## src/rtl/hvmux_seq.sv

```systemverilog
// hvmux_seq -- switch-pattern sequencer feeding the hvmuxctl SPI controller.
//
// A small register table of SWITCH_N-bit patterns is written by the host.
// Each trig sends the entry at seq_idx to hvmuxctl through its din/dvalid/busy
// handshake. ready pulses once the pattern is latched and, optionally, settled.
// seq_idx wraps at the programmed sequence length.
//
// Optional feature macro: HVMUX_SEQ_SETTLE_EN
//   defined   : a SETTLE state counts SETTLE_CYC cycles after the mux goes idle
//   undefined : ready pulses as soon as the mux goes idle (SETTLE_CYC ignored)
//
// Ports
//   clk, rst      : clock, synchronous active-high reset
//   cfg_wr        : table write strobe
//   cfg_addr      : table write address
//   cfg_data      : table write data
//   cfg_len       : active sequence length (0 -> 1, >DEPTH -> DEPTH)
//   rewind        : forces seq_idx to 0
//   trig          : starts transfer of the next pattern
//   mux_din       : pattern to hvmuxctl.din (held until the next send)
//   mux_dvalid    : one-cycle strobe to hvmuxctl.dvalid
//   mux_busy      : hvmuxctl.busy
//   busy          : sequencer not idle
//   ready         : one-cycle pulse, pattern latched and settled
//   overrun       : one-cycle pulse, trig arrived while busy
//   seq_idx       : index of the next entry to send
module hvmux_seq #(
  parameter int unsigned SWITCH_N   = 16,
  parameter int unsigned DEPTH      = 8,
  parameter int unsigned ADDR_W     = $clog2(DEPTH),
  parameter int unsigned SETTLE_CYC = 64,
  parameter int unsigned BUSY_TO    = 4
) (
  input  logic                clk,
  input  logic                rst,
  input  logic                cfg_wr,
  input  logic [ADDR_W-1:0]   cfg_addr,
  input  logic [SWITCH_N-1:0] cfg_data,
  input  logic [ADDR_W:0]     cfg_len,
  input  logic                rewind,
  input  logic                trig,
  output logic [SWITCH_N-1:0] mux_din,
  output logic                mux_dvalid,
  input  logic                mux_busy,
  output logic                busy,
  output logic                ready,
  output logic                overrun,
  output logic [ADDR_W-1:0]   seq_idx
);

  if (DEPTH < 2 || DEPTH > 64 || (DEPTH & (DEPTH - 1)) != 0 ||
      SETTLE_CYC < 1 || SETTLE_CYC > 65535 || BUSY_TO < 1 || BUSY_TO > 65535) begin : g_param_check
    $error("hvmux_seq: illegal parameter set");
  end

  localparam logic [ADDR_W:0] LEN_MAX = (ADDR_W+1)'(DEPTH);
  localparam logic [15:0]     TO_LAST = 16'(BUSY_TO - 1);

`ifdef HVMUX_SEQ_SETTLE_EN
  localparam logic [15:0] SETTLE_LAST = 16'(SETTLE_CYC - 1);

  typedef enum logic [2:0] {
    S_IDLE,
    S_SEND,
    S_WAIT_BUSY,
    S_WAIT_IDLE,
    S_SETTLE
  } state_t;
`else
  typedef enum logic [2:0] {
    S_IDLE,
    S_SEND,
    S_WAIT_BUSY,
    S_WAIT_IDLE
  } state_t;
`endif

  state_t state;
  state_t state_nxt;

  logic [SWITCH_N-1:0] tbl [DEPTH];
  logic [ADDR_W:0]     eff_len;
  logic [15:0]         to_cnt;
  logic                ready_set;
  logic                accept;
  // Remembers a rewind that coincided with the accepted trig, so the advance
  // in SEND lands on 0 instead of 1.
  logic                rew_pend;

`ifdef HVMUX_SEQ_SETTLE_EN
  logic [15:0]         settle_cnt;
`endif

  assign busy   = (state != S_IDLE);
  assign accept = (state == S_IDLE) && trig;

  always_comb begin
    if (cfg_len == '0) begin
      eff_len = (ADDR_W+1)'(1);
    end else if (cfg_len > LEN_MAX) begin
      eff_len = LEN_MAX;
    end else begin
      eff_len = cfg_len;
    end
  end

  always_ff @(posedge clk) begin
    if (rst) begin
      state <= S_IDLE;
    end else begin
      state <= state_nxt;
    end
  end

  always_comb begin
    state_nxt = state;
    ready_set = 1'b0;
    case (state)
      S_IDLE: begin
        if (trig) begin
          state_nxt = S_SEND;
        end
      end
      S_SEND: begin
        state_nxt = S_WAIT_BUSY;
      end
      S_WAIT_BUSY: begin
        // A controller that never raises busy is assumed to have taken the
        // pattern once the timeout expires.
        if (mux_busy || (to_cnt == TO_LAST)) begin
          state_nxt = S_WAIT_IDLE;
        end
      end
      S_WAIT_IDLE: begin
        if (!mux_busy) begin
`ifdef HVMUX_SEQ_SETTLE_EN
          state_nxt = S_SETTLE;
`else
          state_nxt = S_IDLE;
          ready_set = 1'b1;
`endif
        end
      end
`ifdef HVMUX_SEQ_SETTLE_EN
      S_SETTLE: begin
        if (settle_cnt == SETTLE_LAST) begin
          state_nxt = S_IDLE;
          ready_set = 1'b1;
        end
      end
`endif
      default: begin
        state_nxt = S_IDLE;
      end
    endcase
  end

  always_ff @(posedge clk) begin
    if (rst) begin
      tbl        <= '{default: '0};
      mux_din    <= '0;
      mux_dvalid <= 1'b0;
      ready      <= 1'b0;
      overrun    <= 1'b0;
      seq_idx    <= '0;
      to_cnt     <= '0;
      rew_pend   <= 1'b0;
    end else begin
      if (cfg_wr) begin
        tbl[cfg_addr] <= cfg_data;
      end

      // Captured here so later table writes never disturb the pattern in flight.
      if (accept) begin
        mux_din <= tbl[seq_idx];
      end
      mux_dvalid <= accept;
      ready      <= ready_set;
      overrun    <= trig && (state != S_IDLE);

      if (state == S_WAIT_BUSY) begin
        to_cnt <= to_cnt + 16'd1;
      end else begin
        to_cnt <= '0;
      end

      if (accept) begin
        rew_pend <= rewind;
      end else if (state == S_SEND) begin
        rew_pend <= 1'b0;
      end

      if (state == S_SEND) begin
        if (rewind || rew_pend) begin
          seq_idx <= '0;
        end else if ({1'b0, seq_idx} >= (eff_len - 1'b1)) begin
          seq_idx <= '0;
        end else begin
          seq_idx <= seq_idx + 1'b1;
        end
      end else if (rewind) begin
        seq_idx <= '0;
      end
    end
  end

`ifdef HVMUX_SEQ_SETTLE_EN
  always_ff @(posedge clk) begin
    if (rst) begin
      settle_cnt <= '0;
    end else if (state == S_SETTLE) begin
      settle_cnt <= settle_cnt + 16'd1;
    end else begin
      settle_cnt <= '0;
    end
  end
`endif

endmodule

```

## config.mk

```make
export PLATFORM = sky130hd
export DESIGN_NAME = hvmux_seq
export DESIGN_NICKNAME = d
export VERILOG_FILES = /design/src/rtl/hvmux_seq.sv
export SDC_FILE = /design/constraint.sdc
export NUM_CORES = 1
export LEC_CHECK = 0
export ABC_AREA = 0
export BUFFER_PORTS_ARGS = -buffer_cell sky130_fd_sc_hd__buf_2
export CORE_ASPECT_RATIO = 1.75
export CORE_MARGIN = 10
export CORE_UTILIZATION = 26
export DETAILED_ROUTE_END_ITERATION = 10
export RECOVER_POWER = 25
export SYNTH_ARGS = -nofsm -noshare
export SYNTH_HDL_FRONTEND = slang
export SYNTH_SLANG_ARGS = --single-unit
```

## constraint.sdc

```tcl
create_clock -name clk -period 2.6 [get_ports clk]
set_input_delay 0.52 -clock clk [delete_from_list [all_inputs] [get_ports clk]]
set_output_delay 0.52 -clock clk [all_outputs]
set_load 0.05 [all_outputs]
```

# Yosys cells after proc, flatten, opt, wreduce, memory -nomap -nowiden
# Cells that the tools add are included.
# classes
magnitude_cmp	5
eq_ne	7
addsub	3
n_reduce_logical	13
n_mux	19
bitwise_logic	4
multipliers	0
div	0
n_shift	0
# ops
cell	n
$bwmux W128	1
$bmux W16 S3	1
$demux W16 S3	1
$mux W16	3
$mux W3	7
$add A16 B1 Y16 const B	1
$eq A16 B2 Y1 const B	1
$pmux W3 S4	1
$ge A4 B4 Y1 const B	2
$mux W4	2
$not A3 Y4	2
$eq A3 B2 Y1 const B	2
$ne A2 B2 Y1 const B	3
$ge A3 B4 Y1	1
$gt A4 B4 Y1 const B	1
$logic_not A4 Y1	1
$lt A4 B1 Y1 const B	1
$reduce_bool A2 Y1	2
$reduce_or A2 Y1	2
$sub A4 B1 Y4 const B	1
$add A3 B1 Y3 const B	1
$eq A3 B1 Y1 const B	1
$logic_and A1 B1 Y1	3
$logic_not A3 Y1	1
other kinds (5)	9
# word_totals
regBits	170
elab_cells	67
romBits	0
inputBits	29
ram_bits	0
mem_count	0
latch_bits	0
out_inout_bits	23

# Longest topological paths before layout
# Gate-level depths: netlist (run 1).
# depth
ltp_word	8
mapped_depth	9
ltp_nobuf	8

# Least setup slack after synthesis (run 1)
# Ideal clock, no wire load.
# synth_timing
path_kind	reg2reg
startpoint	register seq_idx[0]
endpoint	register seq_idx[2]
period_less_slack_ns	2.241
path_buffers	3
stages_incl_launch_ff	10
arrival_time_ns	2.171
slack_ns	0.359
required_ns	2.530
setup_time_ns	0.070
path_cell_list	dfxtp_1 -> buf_6 -> buf_4 -> buf_4 -> inv_1 -> ha_1 -> nand2b_1 -> a21oi_1 -> o221ai_1 -> a21oi_1
# synth_via
elab_chain_len	4
elab_cells_between_ends	5
cone_classes	add/sub: 1; order compare: 1; mux: 3
# synth_rtl
element	line_no	source
start: declaration	48	output logic [ADDR_W-1:0] seq_idx
start signal: assignment	199	seq_idx <= seq_idx + 1'b1;
$ge A3 B4 Y1 or $add A3 B1 Y3 (tied branches)	196, 199	
$mux W3 (*)	196	end else if ({1'b0, seq_idx} >= (eff_len - 1'b1)) begin
$mux W3 (*)	194	if (rewind || rew_pend) begin
$mux W3 (*)	193	if (state == S_SEND) begin
# Every way passes the cells marked *; elsewhere a longest branch is shown, timed or not.
# A chain may end at the register's enable or synchronous reset.

# Worst setup path after layout (run 1)
# layout_timing
startpoint	register seq_idx[1]
endpoint	output seq_idx[1]
# No word-level cell between the ends.

==> qor.yml, run 1 <==
yosys:
  ys_seq_area_share_pct: 46.6
  yosysWarnings: 0
  synth-edff-count: 0
  syn-instance-count: 840
  async_flop_share_pct: 0
  ys.flop_type: "dfxtp_1"
  syn-mean-instance-area_um2: 8.65
  synth_most_common_cell: "nand2_1"
  synth_largest_area_cell: "dfxtp_1"
  synth_nets: 879
  syn-cell-area_um2: 7260
  synth_cell_type_count: 44
  yosysTopAreaCellShare_pct: 46.6
  netlist_top_cells_area: "dfxtp_1 47%, nand2_1 14%, a21oi_1 10%, mux4_2 9.9%, mux2i_1 2.2%"
  ys_ff_latch: 169
  ys_top_cells_by_count: "271 x nand2_1, 169 x dfxtp_1, 151 x a21oi_1, 32 x mux4_2, 30 x buf_2"
clock_tree:
  cts_tree: "done"
  ctsResizeCount: 0
  htree_levels: 4
  cts_root_buf: "clkbuf_16"
  holdBufCountCts: 0
  clock_path_buffers: 2
  post-cts-setup-buffers: 0
  cts.sink_count: 169
  clock_latency_ns: 0.43
  cts_buffers: 17
  path_clk_slew_ns: 0.07
worst_setup_path:
  arrival_ns: 1.63
  crit_type: "reg -> out"
  required_ns: 2.08
  crit_slowest_cell: "dfxtp_2"
  cp-end-kind: "primary output"
  r2r-start: "seq_idx[1]"
  worst-r2r-cell-count: 5
  path_cells: "buf_4 > buf_2"
  start_kind: "flip-flop"
  startpoint: "seq_idx[1]"
  path_max_fanout: 11
  cp_slowest_stage_delay_ns: 0.57
finish:
  areaGrowthSynthToFinish_pct: 15.6
  fill_cells: 2957
  nNetsFinal: 905
  drive_gt1_share_pct: 16.8
  multiInputGateArea_um2: 3510
  seq_area_um2: 3390
floorplan:
  core_um2: 27400
  die_h_um: 241
  dieArea_um2: 35300
  start_util_pct: 26.5
  ios: 52
  dieWidth_um: 146
  rows: 80
global_route:
  grt_max_degree: 117
  grt_pass1_vias: 5764
  antenna_found_initial: 3
  grt_pass1_wl_um: 31400
  grt_usage_pct: 11.3
  grt_remaining_overflow: 0
timing:
  fin_crit_ns: 2.15
  tightestPinTransition_ns: 1.34
  timing.fmax_ghz: 0.464
  setup_viol: 0
  postLayoutSetupSlackWorst_ns: 0.447
  slew-limit-headroom_pct: 10.5
  hold_viol: 0
  skew_ns: 0.0128
  drv_slew: 0
  rsz0062_at_grt: "no"
  final.setup.tns_ns: 0
  hold_ws_ns: 0.311
  fin_crit_sh_pct: 82.8
worst_hold_path:
  worstHoldStart: "mux_busy"
  hold_path_class: "in -> reg"
  hold_depth: 2
job:
  maxCapViolCount: 0
detailed_routing:
  drtIter0Drc: 418
  dr.pass1.iters: 5
  postRouteAntennaNets: 0
  drc: 0
  wl_per_cell_um: 15.9
  dr_total_vias: 5912
  viasPerCell: 4.73
  wl_um: 19900
place:
  hpwlAfterDp_um: 12400
  pre_cts_slack_ns: 0.325
  gp_congestion: 0.763
  io_buffers: 51
pwr:
  irDropWorstVdd_mv: 0.461
  p_leak_uw: 0.00277
  p_per_area_nw_per_um2: 762
status:
  status: "finished, final reports clean"
## final cells by class
class,count,area share (%)
multi-input combinational,595,41.8
clock buffer,18,5.23
sequential,169,40.3
antenna,1,0.0298
inverter,10,0.447
clock inverter,14,1.62
tap,369,5.50
timing repair buffer,73,5.05
## per-stage QoR
stage / power (uW) / area, um2 / instances / util (%)
6_report: 6390 / 8400 / 1249 / 30.6
5_1_grt: 6650 / 8390 / 1248 / 30.6
4_1_cts: 6470 / 8420 / 1248 / 30.7
3_5_place_dp: 4020 / 7840 / 1216 / 28.6
3_3_place_gp: 4020 / 7840 / 1216 / 28.6
2_1_floorplan: 3720 / 7260 / 840 / -
## layout by cell type, fill, tap and decap left out, types with 2 or more instances in the layout
cell | netlist | layout
nor2_2 | 4 | 3
a21oi_1 | 151 | 151
or3_1 | 2 | 2
inv_8 | 0 | 2
nor3_1 | 6 | 6
clkbuf_1 | 24 | 3
clkinvlp_4 | 0 | 2
and3_1 | 2 | 2
clkbuf_16 | 0 | 17
dfxtp_2 | 0 | 2
xor2_1 | 2 | 2
a211oi_1 | 2 | 2
inv_1 | 10 | 10
buf_4 | 6 | 18
nand4_1 | 3 | 3
clkinv_4 | 0 | 4
o21ai_0 | 20 | 20
mux2i_1 | 16 | 16
inv_6 | 0 | 3
o211ai_1 | 2 | 2
nor3_4 | 2 | 2
ha_1 | 10 | 10
nand3_1 | 8 | 8
nand2_1 | 271 | 271
nor2_1 | 19 | 20
xnor2_1 | 10 | 10
dfxtp_1 | 169 | 167
nor2b_1 | 4 | 4
nor4_1 | 6 | 6
nand2b_1 | 5 | 5
buf_2 | 30 | 49
nor3b_1 | 2 | 2
mux4_2 | 32 | 32
nor2_4 | 2 | 2
clkinv_8 | 0 | 2
## per-layer routing
layer  track usage, %  vias to the layer above  share of wire [%]
met4             3.71                        4                1.8
met5                0                        -               0.14
met2             18.6                      154                 48
met3             2.61                       32                6.2
li1                 -                     2893                  -
met1             14.1                     2829                 44
## flip-flops by register name, indices dropped and copies added (netlist names)
register,count
mux_din,16
mux_dvalid,1
overrun,1
ready,1
rew_pend,1
seq_idx,3
state,2
tbl,128
to_cnt,16
## path summary, 6_finish.rpt
path | endpoint | slack (ns)
setup / recovery | seq_idx[1] | 0.45
hold / removal | ready | 0.31
setup reg to reg | mux_din[3] | 0.74
hold reg to reg | to_cnt[0] | 0.45
## worst max-delay path, delay by kind of cell (launching register included)
family                 cells  cell delay [ns]
buffers and inverters      2             0.63
DFF                        1             0.57
## report_power, final
group	internal [uW]	switching (uW)	total (uW)
clock network	1290	1150	2440
registers	2740	78.5	2810
logic	317	820	1140
total	4340	2050	6390
## cell families (layout without fill, tap and decap cells)
family	after synthesis	in the layout	share of synthesized area, %
compound gates	180	180	12.8
xor+xnor	12	12	1.45
fa+ha+maj	10	10	1.72
buf+inv	76	115	5.07
flops	169	169	46.6
mux	48	48	12.1
other cells	0	1	0
simple gates	345	345	20.2
(Power assumes the default switching activity.)
==> run 2: changes to the inputs <==
==> constraint.sdc (replaced) <==
create_clock -name clk -period 2 [get_ports clk]
set_input_delay 0.4 -clock clk [delete_from_list [all_inputs] [get_ports clk]]
set_output_delay 0.4 -clock clk [all_outputs]
set_load 0.05 [all_outputs]
==> qor.yml, run 2 (synthesis results as in run 1) <==
global_route:
  use_met1_pct: 13.3
  antenna_found_initial: 1
  grt_pass1_vias: 5899
  grt_pass1_wl_um: 32400
  busiest_layer: "met2"
  grt_max_degree: 137
  grt_remaining_overflow: 0
  grtUsageMet3_pct: 3.15
  met2_usage_pct: 20.3
  grt_usage_pct: 11.6
worst_setup_path:
  r2r-start: "seq_idx[0]"
  cpMostUsedCell: "inv_1"
  start_kind: "flip-flop"
  cp_slowest_stage_delay_ns: 0.36
  arrival_ns: 1.47
  cp-end-kind: "primary output"
  ff2ff_setup_slack_ns: 0.30
  path_cells: "inv_1 > ha_1 > inv_1 > clkbuf_4"
  required_ns: 1.60
  path_max_fanout: 4
  startpoint: "state[0]"
  crit_family: "buffers and inverters"
  crit_buf_inv: 3
  crit_type: "reg -> out"
  crit_slowest_cell: "dfxtp_1"
floorplan:
  ios: 52
  dieArea_um2: 35300
  dieWidth_um: 146
  core_um2: 27400
  rows: 80
  start_util_pct: 26.5
  die_h_um: 241
clock_tree:
  cts.sink_count: 169
  cts_buffers: 17
  htree_levels: 4
  cts_tree: "done"
  clock_path_buffers: 2
  clock_latency_ns: 0.43
  path_clk_slew_ns: 0.07
  holdBufCountCts: 0
  cts_root_buf: "clkbuf_16"
pwr:
  clkPwrFrac_pct: 38.8
  p_sw_share_pct: 30.9
  total_power_uw: 8490
  share_comb_of_total_power_pct: 17.9
  p_int_uw: 5860
  seqPwrFrac_pct: 43.2
  p_per_area_nw_per_um2: 997
  irDropWorstVdd_mv: 0.669
  p_leak_uw: 0.00282
  power_switching_uw: 2630
finish:
  fin_area_um2: 8520
  top_regs: "tbl (128), mux_din (16), to_cnt (16)"
  fill_cells: 2939
  most-common-layout-cells: "271 x nand2_1, 167 x dfxtp_1, 151 x a21oi_1, 48 x buf_2, 32 x mux4_2"
  areaGrowthSynthToFinish_pct: 17.3
  final_common_cell: "nand2_1"
  regMostFlops: "tbl"
  largest_register_ffs: 128
  drive_gt1_share_pct: 17.3
  nNetsFinal: 910
  utilization_pct: 31.1
detailed_routing:
  wl_per_cell_um: 16.2
  viasPerCell: 4.73
  dr_total_vias: 5930
  wl_um: 20400
  postRouteAntennaNets: 0
  drc: 0
  drtIter0Drc: 500
  dr.pass1.iters: 6
status:
  status: "finished, final reports clean"
timing:
  skew_ns: 0.0118
  timing.fmax_ghz: 0.534
  setup_viol: 0
  postLayoutSetupSlackWorst_ns: 0.128
  rsz0062_at_grt: "no"
  hold_viol: 0
  drv_slew: 0
  fin_crit_sh_pct: 93.6
  slew-limit-headroom_pct: 20.5
  fin_crit_ns: 1.87
  hold_ws_ns: 0.193
  tightestPinTransition_ns: 1.19
worst_hold_path:
  worstHoldStart: "mux_busy"
  hold_path_class: "in -> reg"
place:
  hpwlAfterDp_um: 12400
  gp_congestion: 0.777
  pre_cts_slack_ns: -0.00865
  io_buffers: 51
  place_area_um2: 7930
job:
  maxCapViolCount: 0
==> run 2: path summary, 6_finish.rpt <==
path                endpoint  depth (start not counted)
hold / removal         ready                          2
hold reg to reg    to_cnt[0]                          1
setup / recovery        busy                          4
setup reg to reg  mux_din[2]                          4
==> run 2: repair_timing <==
action,4_1_cts,5_1_grt
endpoints found under the setup margin,0,1
buffers inserted,0,0
gates resized for setup,0,1
==> run 2: power groups by stage <==
stage,clock (uW),sequential (uW),combinational [uW]
after floorplan,0,4090,757
after global placement,0,3750,1520
after detailed placement,0,3750,1530
after CTS,3360,3670,1540
after global routing,3510,3700,1670
final,3300,3670,1520
==> run 2: layout make-up <==
cell class	count	area (um2)	area share, %
sequential	169	3390	39.8
multi-input combinational	595	3510	41.2
inverter	10	37.5	0.441
timing repair buffer	78	523	6.14
clock buffer	19	464	5.45
clock inverter	13	133	1.56
tap	369	462	5.42
antenna	1	2.50	0.0294
==> run 2: metrics by stage <==
step           std cells  TNS (ns)
5_1_grt             1253         0
3_5_place_dp        1221  -0.00865
2_1_floorplan        840         0
6_report            1254         0
3_3_place_gp        1221         0
4_1_cts             1253         0
==> run 2: layer usage <==
layer  wire length (um)  part of all wire (%)
met1               8470                    42
met2              10200                    50
met3               1310                   6.4
met4                433                   2.1
met5                  0                     0
==> run 3: changes to the inputs <==
--- a/config.mk
+++ b/config.mk
@@ -7,7 +7,7 @@
 export LEC_CHECK = 0
 export ABC_AREA = 0
 export BUFFER_PORTS_ARGS = -buffer_cell sky130_fd_sc_hd__buf_2
-export CORE_ASPECT_RATIO = 1.75
+export CORE_ASPECT_RATIO = 2
 export CORE_MARGIN = 10
 export CORE_UTILIZATION = 26
 export DETAILED_ROUTE_END_ITERATION = 10
==> qor.yml, run 3 (synthesis results as in run 1) <==
finish:
  multiInputGateArea_um2: 3510
  seq_area_um2: 3390
  fin_area_um2: 8480
  fill_cells: 2941
  largest_register_ffs: 128
  areaGrowthSynthToFinish_pct: 16.7
  nNetsFinal: 910
  utilization_pct: 30.8
  num_antenna_cells: 0
  most-common-layout-cells: "271 x nand2_1, 167 x dfxtp_1, 151 x a21oi_1, 50 x buf_2, 32 x mux4_2"
  regMostFlops: "tbl"
  finalNonFillerCells: 1234
  final_common_cell: "nand2_1"
  drive_gt1_share_pct: 17.3
  top_regs: "tbl (128), mux_din (16), to_cnt (16)"
clock_tree:
  holdBufCountCts: 0
  clock_path_buffers: 2
  cts.sink_count: 169
  cts_buffers: 17
  cts_root_buf: "clkbuf_16"
  path_clk_slew_ns: 0.06
  clock_latency_ns: 0.43
  cts_tree: "done"
  post-cts-setup-buffers: 0
  htree_levels: 4
  ctsResizeCount: 0
timing:
  drv_slew: 137
  rsz0062_at_grt: "no"
  slew-limit-headroom_pct: -4.73
  setup_viol: 0
  timing.fmax_ghz: 0.534
  skew_ns: 0.00922
  hold_viol: 0
  fin_crit_sh_pct: 93.7
  tightestPinTransition_ns: 1.57
  fin_crit_ns: 1.87
worst_setup_path:
  r2r-start: "seq_idx[0]"
  cp-end-kind: "primary output"
  cpMostUsedCell: "inv_1"
  cp_slowest_stage_delay_ns: 0.36
  cp.depth: 4
  crit_type: "reg -> out"
  timing.rr.end: "mux_din[15]"
  arrival_ns: 1.47
  ff2ff_setup_slack_ns: 0.24
  path_cells: "inv_1 > ha_1 > inv_1 > buf_2"
  crit_slowest_cell: "dfxtp_1"
  crit_family: "buffers and inverters"
  startpoint: "state[0]"
  endpoint: "busy"
  start_kind: "flip-flop"
  required_ns: 1.60
  path_max_fanout: 4
  crit_buf_inv: 3
  worst-r2r-cell-count: 4
place:
  place_area_um2: 7900
  hpwlAfterDp_um: 12500
  dp_cells: 1204
  io_buffers: 51
  gp_congestion: 0.776
detailed_routing:
  dr_total_vias: 5920
  dr.pass1.iters: 7
  wl_per_cell_um: 16.7
  drtIter0Drc: 431
  viasPerCell: 4.80
  postRouteAntennaNets: 0
  drc: 0
  wl_um: 20600
job:
  maxCapViolCount: 1
global_route:
  grt_pass1_vias: 5799
  grt_pass1_wl_um: 32300
  grt_remaining_overflow: 0
  grt_usage_pct: 11.4
  antenna_found_initial: 3
  grt_max_degree: 137
floorplan:
  ios: 52
  dieArea_um2: 35400
  die_h_um: 256
  core_um2: 27500
  rows: 86
  start_util_pct: 26.4
  dieWidth_um: 138
pwr:
  irDropWorstVdd_mv: 0.624
  total_power_uw: 8500
  p_per_area_nw_per_um2: 1000
  p_leak_uw: 0.00282
worst_hold_path:
  worstHoldStart: "mux_busy"
  hold_path_class: "in -> reg"
status:
  status: "finished with violations"
  violations: "max-capacitance violations, max-slew violations"
[run 3: cell types whose count changed in the layout (fill, tap and decap cells not counted), sizes merged]
cell	previous run	this run
inv	15	10
buf	72	76
diode	1	0
clkinv	5	3
bufinv	1	2
[run 3: stage by stage]
| stage | TNS (ns) | hold WS (ns) | setup WS (ns) |
|---|---|---|---|
| floorplan | 0 | 0.418 | 0.0274 |
| global placement | 0 | 0.434 | 0.0214 |
| detailed placement | -0.00666 | 0.444 | -0.00666 |
| CTS | 0 | 0.148 | 0.114 |
| global route | 0 | 0.165 | 0.0435 |
| finish | 0 | 0.166 | 0.126 |
[run 3: final cells by class]
cell class	count	share of cell area [%]
Sequential cell	169	40.0
Timing Repair Buffer	78	6.02
Clock inverter	7	1.06
Inverter	10	0.443
Multi-Input combinational cell	595	41.4
Clock buffer	23	5.89
Tap cell	352	5.20
[run 3: worst min path at each step]
stage,cells past startpoint,endpoint
floorplan,1,to_cnt[0]
global placement,1,to_cnt[0]
detailed placement,2,tbl[94]
CTS,2,ready
global route,2,ready
finish,2,ready
[run 3: worst reg2reg max path, cell delays in order, from the launching register on]
cell	delay (ns)
dfxtp_4	0.49
buf_4	0.22
mux4_2	0.51
mux2i_1	0.24
a211oi_1	0.12
[run 3: report_power, final]
part           internal (uW)  leakage (uW)  switching [uW]
Sequential              3560       0.00137             136
Combinational            436       0.00116            1060
Clock                   1990      0.000286            1320
[run 3: routing by layer]
layer	share of wire, %	GRT usage [%]	up-vias
met2	49	18.8	174
li1	-	-	2892
met1	41	13.3	2813
met3	7.2	3.42	35
met4	2.2	5.06	6
met5	0.14	0	-
